<file path="src/rtl/btc_nonce_sched_pkg.sv">
// Shared constants for the nonce scheduler: controller states, SHA-256 IV,
// padding words and the byte-swap used to place the nonce in the header.
package btc_nonce_sched_pkg;

  typedef enum logic [2:0] {
    IDLE, P1_GO, P1_WAIT, P2_GO, P2_WAIT, CHECK, FIN
  } state_t;

  localparam logic [255:0] SHA256_IV = {
    32'h6a09e667, 32'hbb67ae85, 32'h3c6ef372, 32'ha54ff53a,
    32'h510e527f, 32'h9b05688c, 32'h1f83d9ab, 32'h5be0cd19
  };

  localparam logic [31:0] PAD_WORD = 32'h80000000;
  localparam logic [31:0] LEN_P1   = 32'h00000280;
  localparam logic [31:0] LEN_P2   = 32'h00000100;

  // Header fields are little-endian while SHA words are big-endian.
  function automatic logic [31:0] bswap32(input logic [31:0] x);
    return {x[7:0], x[15:8], x[23:16], x[31:24]};
  endfunction

endpackage

</file>
<file path="src/rtl/btc_nonce_sched_msg_mux.sv">
// Message word selector: returns the 32-bit SHA input word for a given pass
// (0 = header block 2, 1 = hash of hash1) and word address.
module btc_msg_mux
  import btc_nonce_sched_pkg::*;
(
  input  logic         pass,
  input  logic [3:0]   addr,
  input  logic [95:0]  tail,
  input  logic [31:0]  nonce,
  input  logic [255:0] hash1,
  output logic [31:0]  word
);

  always_comb begin
    word = '0;
    if (!pass) begin
      case (addr)
        4'd0:    word = tail[95:64];
        4'd1:    word = tail[63:32];
        4'd2:    word = tail[31:0];
        4'd3:    word = bswap32(nonce);
        4'd4:    word = PAD_WORD;
        4'd15:   word = LEN_P1;
        default: word = '0;
      endcase
    end else begin
      // H0 sits in the top word, so word n is at bit offset (7-n)*32.
      if (!addr[3])            word = hash1[{~addr[2:0], 5'd0} +: 32];
      else if (addr == 4'd8)   word = PAD_WORD;
      else if (addr == 4'd15)  word = LEN_P2;
    end
  end

endmodule

</file>
<file path="src/rtl/btc_nonce_sched.sv">
// Bitcoin nonce search controller: drives an external SHA-256 core through two
// passes per nonce and stops on a hit, at the end of the range, or on abort.
module btc_nonce_sched
  import btc_nonce_sched_pkg::*;
#(
  parameter int NONCE_W = 32
) (
  input  logic               clk,
  input  logic               rst,
  input  logic               start,
  input  logic               abort,
  input  logic [255:0]       midstate,
  input  logic [95:0]        tail,
  input  logic [31:0]        target,
  input  logic [NONCE_W-1:0] nonce_start,
  input  logic [NONCE_W-1:0] nonce_end,
  output logic               busy,
  output logic               done,
  output logic               found,
  output logic [NONCE_W-1:0] found_nonce,
  output logic [255:0]       found_hash,
  output logic               core_start,
  output logic [255:0]       core_state_in,
  input  logic               core_rq,
  input  logic [3:0]         core_addr,
  output logic               core_rdy,
  output logic [31:0]        core_data,
  input  logic [255:0]       core_state_out,
  input  logic               core_done
);

  state_t             state;
  logic [255:0]       mid_r;
  logic [255:0]       hash1;
  logic [95:0]        tail_r;
  logic [31:0]        target_r;
  logic [NONCE_W-1:0] nonce;
  logic [NONCE_W-1:0] nonce_end_r;
  logic               abort_pend;
  logic               pass;
  logic [31:0]        word;

  btc_msg_mux u_msg_mux (
    .pass  (pass),
    .addr  (core_addr),
    .tail  (tail_r),
    .nonce (nonce),
    .hash1 (hash1),
    .word  (word)
  );

  always_ff @(posedge clk or posedge rst) begin
    if (rst) begin
      state         <= IDLE;
      busy          <= 1'b0;
      done          <= 1'b0;
      found         <= 1'b0;
      found_nonce   <= '0;
      found_hash    <= '0;
      core_start    <= 1'b0;
      core_state_in <= '0;
      core_rdy      <= 1'b0;
      core_data     <= '0;
      abort_pend    <= 1'b0;
      pass          <= 1'b0;
      nonce         <= '0;
      nonce_end_r   <= '0;
      target_r      <= '0;
      mid_r         <= '0;
      tail_r        <= '0;
      hash1         <= '0;
    end else begin
      core_start <= 1'b0;
      done       <= 1'b0;
      // Word bus is serviced in every state so an abort never strands the core mid-load.
      core_rdy <= core_rq && !core_rdy;
      if (core_rq && !core_rdy) core_data <= word;
      if (abort && busy) abort_pend <= 1'b1;

      case (state)
        IDLE: begin
          if (start) begin
            mid_r       <= midstate;
            tail_r      <= tail;
            target_r    <= target;
            nonce       <= nonce_start;
            nonce_end_r <= nonce_end;
            found       <= 1'b0;
            abort_pend  <= 1'b0;
            busy        <= 1'b1;
            state       <= P1_GO;
          end
        end
        P1_GO: begin
          if (abort_pend) begin
            done  <= 1'b1;
            busy  <= 1'b0;
            state <= FIN;
          end else begin
            core_start    <= 1'b1;
            core_state_in <= mid_r;
            pass          <= 1'b0;
            state         <= P1_WAIT;
          end
        end
        P1_WAIT: begin
          if (core_done) begin
            hash1 <= core_state_out;
            state <= P2_GO;
          end
        end
        P2_GO: begin
          if (abort_pend) begin
            done  <= 1'b1;
            busy  <= 1'b0;
            state <= FIN;
          end else begin
            core_start    <= 1'b1;
            core_state_in <= SHA256_IV;
            pass          <= 1'b1;
            state         <= P2_WAIT;
          end
        end
        P2_WAIT: begin
          if (core_done) begin
            found_hash <= core_state_out;
            state      <= CHECK;
          end
        end
        CHECK: begin
          if (found_hash[31:0] <= target_r) begin
            found       <= 1'b1;
            found_nonce <= nonce;
            done        <= 1'b1;
            busy        <= 1'b0;
            state       <= FIN;
          end else if (nonce == nonce_end_r || abort_pend) begin
            done  <= 1'b1;
            busy  <= 1'b0;
            state <= FIN;
          end else begin
            nonce <= nonce + 1'b1;
            state <= P1_GO;
          end
        end
        FIN:     state <= IDLE;
        default: state <= IDLE;
      endcase
    end
  end

endmodule

</file>
<file path="config.mk">
export PLATFORM = sky130hd
export DESIGN_NAME = btc_nonce_sched
export DESIGN_NICKNAME = d
export VERILOG_FILES = /design/src/rtl/btc_nonce_sched_pkg.sv /design/src/rtl/btc_nonce_sched_msg_mux.sv /design/src/rtl/btc_nonce_sched.sv
export SDC_FILE = /design/constraint.sdc
export NUM_CORES = 2
export LEC_CHECK = 0
export CORE_AREA = 2 2 508 510
export CTS_CLUSTER_SIZE = 14
export DETAILED_ROUTE_END_ITERATION = 10
export DIE_AREA = 0 0 510 512
export HOLD_SLACK_MARGIN = 0.02
export PLACE_DENSITY = 0.43
export RECOVER_POWER = 50
export SLEW_MARGIN = 0
export SYNTH_ARGS = -nofsm -noshare
export SYNTH_HDL_FRONTEND = slang
export SYNTH_HIERARCHICAL = 1
export SYNTH_SLANG_ARGS = --single-unit
</file>
<file path="constraint.sdc">
create_clock -name clk -period 76.9 [get_ports clk]
set_clock_uncertainty 0.1 [all_clocks]
set_input_delay 15.38 -clock clk [delete_from_list [all_inputs] [get_ports clk]]
set_output_delay 15.38 -clock clk [all_outputs]
set_load 0.03 [all_outputs]
</file>
# After elaboration in Yosys (flattened, before gate mapping)
# Cells that the tools add are included.
[totals]
ff_bits = 1290
[op_classes]
addsub = 1
order_cmp = 1
eq_ne = 22
shifts = 1
n_mux = 40
n_bitwise = 1
n_reduce_logical = 19
[ops]
columns = ["cell", "n"]
rows = [
  ["2-to-1 mux 256 bit", 2],
  ["case mux 256 bit (2 select lines)", 1],
  ["indexed part select 256 x 9 -> 32 bit", 1],
  ["2-to-1 mux 32 bit", 6],
  ["case mux 32 bit (6 select lines)", 1],
  ["case mux 32 bit (2 select lines)", 1],
  ["adder 32 x 1 -> 32 bit, second input constant", 1],
  ["equality test 32 bit", 1],
  ["less-or-equal comparator 32 bit", 1],
  ["2-to-1 mux 3 bit", 6],
  ["case mux 3 bit (6 select lines)", 1],
  ["2-to-1 mux 1 bit", 16],
  ["inequality test 2 bit, second input constant", 8],
  ["2-to-1 mux 9 bit", 1],
  ["AND reduction 3 bit", 3],
  ["equality test 4 x 2 -> 1 bit, second input constant", 2],
  ["equality test 4 bit, second input constant", 2],
  ["AND reduction 2 bit", 4],
  ["AND reduction 4 bit", 2],
  ["equality test 3 x 2 -> 1 bit, second input constant", 2],
  ["equality test 3 bit, second input constant", 2],
  ["case mux 1 bit (2 select lines)", 3],
  ["equality test 4 x 1 -> 1 bit, second input constant", 1],
  ["equality test 4 x 3 -> 1 bit, second input constant", 1],
  ["14 further kinds", 16],
]

# Longest topological paths before layout
[logic_depth]
depth_word = 5
depth_mapped = 11

# Hierarchy
# Netlist, hierarchy kept.
[by_module_without_submodules]
columns = ["module", "n_inst", "cells_each", "area_per_inst_um2", "seq_area_each_um2"]
rows = [
  ["btc_nonce_sched", 1, 4571, 50806.2, 32281.0],
  ["btc_msg_mux", 1, 264, 2844.0, 0.0],
]

# Least setup slack after synthesis
# Ideal clock, no wire load.
[synth_path]
kind = "input-to-reg"
startpoint = "input core_addr[1]"
endpoint = "register core_data[23]"
setup_time_ps = 125
arrival_ps = 16791
t_required_ps = 76675
setup_slack_ps = 59884
cell_stages = 7
n_path_buf = 3
path_cell_list = "buf_4 -> buf_4 -> clkbuf_1 -> mux4_2 -> a22oi_1 -> o21ai_1 -> mux2_2"
[synth_between]
elab_chain_cells = 4
word_cells_on_any_way = 11
cone_classes = "eq/ne: 5; shift: 1; mux: 3; bitwise: 1; reduce/logical: 1"
[synth_lines]
columns = ["item", "line", "rtl"]
rows = [
  ["start, declared", "btc_nonce_sched.sv:25", "input logic [3:0] core_addr,"],
  ["NOT 3 bit", "btc_nonce_sched_msg_mux.sv:28", "if (!addr[3]) word = hash1[{~addr[2:0], 5'd0} +: 32];"],
  ["indexed part select 256 x 9 -> 32 bit", "btc_nonce_sched_msg_mux.sv:28", ""],
  ["2-to-1 mux 32 bit", "btc_nonce_sched_msg_mux.sv:28", ""],
  ["2-to-1 mux 32 bit (*)", "btc_nonce_sched_msg_mux.sv:16", "if (!pass) begin"],
  ["net word[23]", "btc_nonce_sched.sv:41", "logic [31:0] word;"],
  ["end signal, assigned", "btc_nonce_sched.sv:77", "if (core_rq && !core_rdy) core_data <= word;"],
  ["end, declared", "btc_nonce_sched.sv:27", "output logic [31:0] core_data,"],
]
# Mark *: on every way through the listed nets, which the timed path passes. The rest lies on a longest branch.
# A chain may end at the register's enable or synchronous reset.

==> flow_summary_export.csv <==
group,metric,value,unit
clock_tree,cts.repair.resized,0,
route,route.detailed.drc,0,
sta,tightest_slew,8087,ps
clock_tree,clk_path_buf_depth,3,
yosys,synth_area_leaders,"dfrtp_1 (60%), nand2_1 (12%), mux2_2 (12%)",
sta,final_hold_viol_count,0,
route,postRouteAntennaNets,0,
finish,drive_gt1_frac,0.1574,
grt,grt_overflow_total,0,
worst_hold_path,hp-class,"flop to flop",
pwr,vdd_drop_max,0.02857,mV
floorplan,dieArea,261100,um^2
yosys,ys_warn_count,6,
route,wl_met3,20860,um
yosys,synth_largest_area_cell,"dfrtp_1",
clock_tree,clkSinkCount,1290,
floorplan,ios,1295,
status,status,"finished, violations left",
grt,grt_antenna_before_repair,149,
job,max-cap-violations,22,
grt,gr-usage-all-layers,0.1901,
clock_tree,clkLatencyLatePin,840,ps
yosys,synth_top_area_frac,0.6017,
clock_tree,tritoncts,"done",
yosys,seq_area_frac_synth,0.6017,
clock_tree,cts_setup_buffers,0,
pwr,p_leak,0.03427,uW
route,avgViaCountPerCell,4.369,
floorplan,start_util,0.2098,
setup_path,startpoint_type,"primary input",
floorplan,die-height,512,um
clock_tree,cts_buffers,161,
yosys,synth_flop_cell,"dfrtp_1",
sta,final_max_slew_viol_count,1509,
setup_path,cp_data_arrival_time,27900,ps
floorplan,coreArea,255800,um^2
route,dr.pass1.iters,8,
route,wirelength_met1,98530,um
finish,synthToLayoutAreaGrowth,40.96,%
floorplan,die-width,510,um
grt,first_global_vias,43010,
clock_tree,htreeDepth,4,
yosys,async_flop_share,1.000,
sta,min_period,27270,ps
placement,place_hpwl,192900,um
sta,fmax,0.03666,GHz
sta,finalSetupViolations,0,
sta,period_share,0.3547,
route,dr.max_layer_used,"met5",
sta,setup_tns,0,ps
clock_tree,hold_buffers,0,
clock_tree,cts-root-buf,"clkbuf_16",
pwr,powerDensity,43.61,nW/um^2
sta,rsz0062_at_grt,"false",
yosys,synthesis.nets,5582,
route,routed_wl,255100,um
yosys,ys_ff_latch,1290,
setup_path,cp-end-kind,"asynchronous set/reset pin",
route,wire_per_inst,26.56,um
yosys,syn-cell-area,53650,um^2
clock_tree,cts.clk_slew.worst_paths,60,ps
setup_path,crit_path_max_fanout,148,
setup_path,critical_path_class,"primary input to asynchronous set/reset pin",
yosys,synth.distinct_cells,73,
sta,slew_headroom,-4.392,
placement,gp_congestion,0.8330,
route,drtIter0Drc,3019,
grt,grt_pass1_wl,351400,um
setup_path,cp_data_required_time,77530,ps
status,failed_checks,"capacitance limit, slew limit",
yosys,synth_area_per_cell,11.10,um^2
grt,grt_start_max_net_pins,168,
finish,fin_nets,6789,
placement,io_buffers,1294,
pwr,finalPower,3298,uW
yosys,synth_edf_count,0,
yosys,synth_cells,4835,
route,num_vias,41960,
floorplan,rows,186,
route,met2WireLength,127200,um
==> power breakdown <==
part	internal, uW	total, uW	switching, uW	leakage [uW]
sequential	995	1210	216	0.0159
combinational	511	1300	790	0.0156
clock	456	786	331	0.00271
total	1960	3300	1340	0.0343
==> cells by family after synthesis <==
group                    Yosys count  share of synthesized area
XOR/XNOR                          32                   0.005224
AO/OA/AOI/OAI                    425                    0.05072
flip-flops                      1290                     0.6017
adder cells (fa/ha/maj)           33                   0.007696
multiplexers                     641                     0.1475
AND/OR/NAND/NOR                 2052                     0.1581
buffers and inverters            362                    0.02910
==> path summary, 6_finish.rpt <==
| check | start | end | slack, ps | cells after the start |
|---|---|---|---|---|
| max reg2reg | state[0] | core_state_in[57] | 63880 | 6 |
| min reg2reg | mid_r[25] | core_state_in[25] | 340 | 2 |
| min in group asynchronous | rst | core_state_in[78] | 16250 | 2 |
| max in group clk | start | target_r[20] | 54420 | 7 |
| max | rst | state[1] | 49630 | 5 |
| min | mid_r[25] | core_state_in[25] | 340 | 2 |
==> critical path: stages <==
cell,delay [ps]
dlygate4sd3_1,540
clkinvlp_2,2400
clkbuf_1,5740
clkbuf_1,2490
buf_4,910
==> layer usage <==
metal	global-route usage	up-vias
met1	0.2199	21240
met4	0.05549	90
met2	0.3296	1460
met5	0	-
met3	0.06424	448
li1	-	18720
==> cells in the mapped netlist, drive strengths merged, types with 3 or more instances <==
cell and count:
a211oi 4, a21boi 30, a21o 7, a21oi 32, a222oi 29, a22oi 30, a311oi 5, a31o 3
a31oi 8, a32o 9, a32oi 8, and3 29, and4 4, buf 103, clkbuf 214, dfrtp 1290
ha 33, inv 45, mux2 575, mux2i 4, mux4 62, nand2 1769, nand2b 3, nand3 25
nand3b 121, nand4 23, nor2 36, nor2b 3, nor3 23, nor4 7, o211ai 3, o21ai 219
o22ai 6, o31ai 8, o32ai 3, o41ai 4, xnor2 32
==> state kept, by name (all words and copies together), names as in the netlist, 3 cells and up <==
register       cells
core_state_in    256
found_hash       256
hash1            256
mid_r            256
tail_r            96
core_data         32
found_nonce       32
nonce             32
nonce_end_r       32
target_r          32
state              3
==> placed cells by master, fill, tap and decap left out, types with 9 or more instances in the layout <==
master and instances:
a21boi_0 24, a21oi_1 31, a222oi_1 29, a22oi_1 30
a32o_1 9, and3_1 28, buf_4 47, clkbuf_1 47
clkbuf_16 162, clkbuf_8 44, clkdlybuf4s50_1 723, clkinv_16 13
clkinv_2 27, dfrtp_1 1289, diode_2 52, dlygate4sd3_1 569
ha_1 33, inv_1 41, mux2_2 575, mux4_2 62
nand2_1 1768, nand3_1 25, nand3b_1 121, nand4_1 23
nor2_1 36, nor3_1 21, o21ai_0 189, o21ai_1 30
xnor2_1 32
==> through the flow <==
stage	utilization	hold WS, ps	setup WS (ps)	instances	area [um^2]
4_1_cts	0.2959	349.7	56880	9553	75670
3_3_place_gp	0.2741	347.8	56060	9263	70110
5_1_grt	0.2955	373.6	47200	9582	75570
2_1_floorplan	-	340.3	25060	4835	53650
6_report	0.2957	344.4	49630	9605	75630
3_5_place_dp	0.2741	354.1	55990	9263	70110
==> cell type report <==
type	count	area, um^2
Inverter	45	171.4
Tap cell	3384	4234
Sequential cell	1290	32280
Clock buffer	235	4768
Timing Repair Buffer	1361	13420
Fill cell	26620	180100
Antenna cell	52	130.1
Multi-Input combinational cell	3183	19820
Clock inverter	55	790.8
Power figures use the tool's default switching activity.
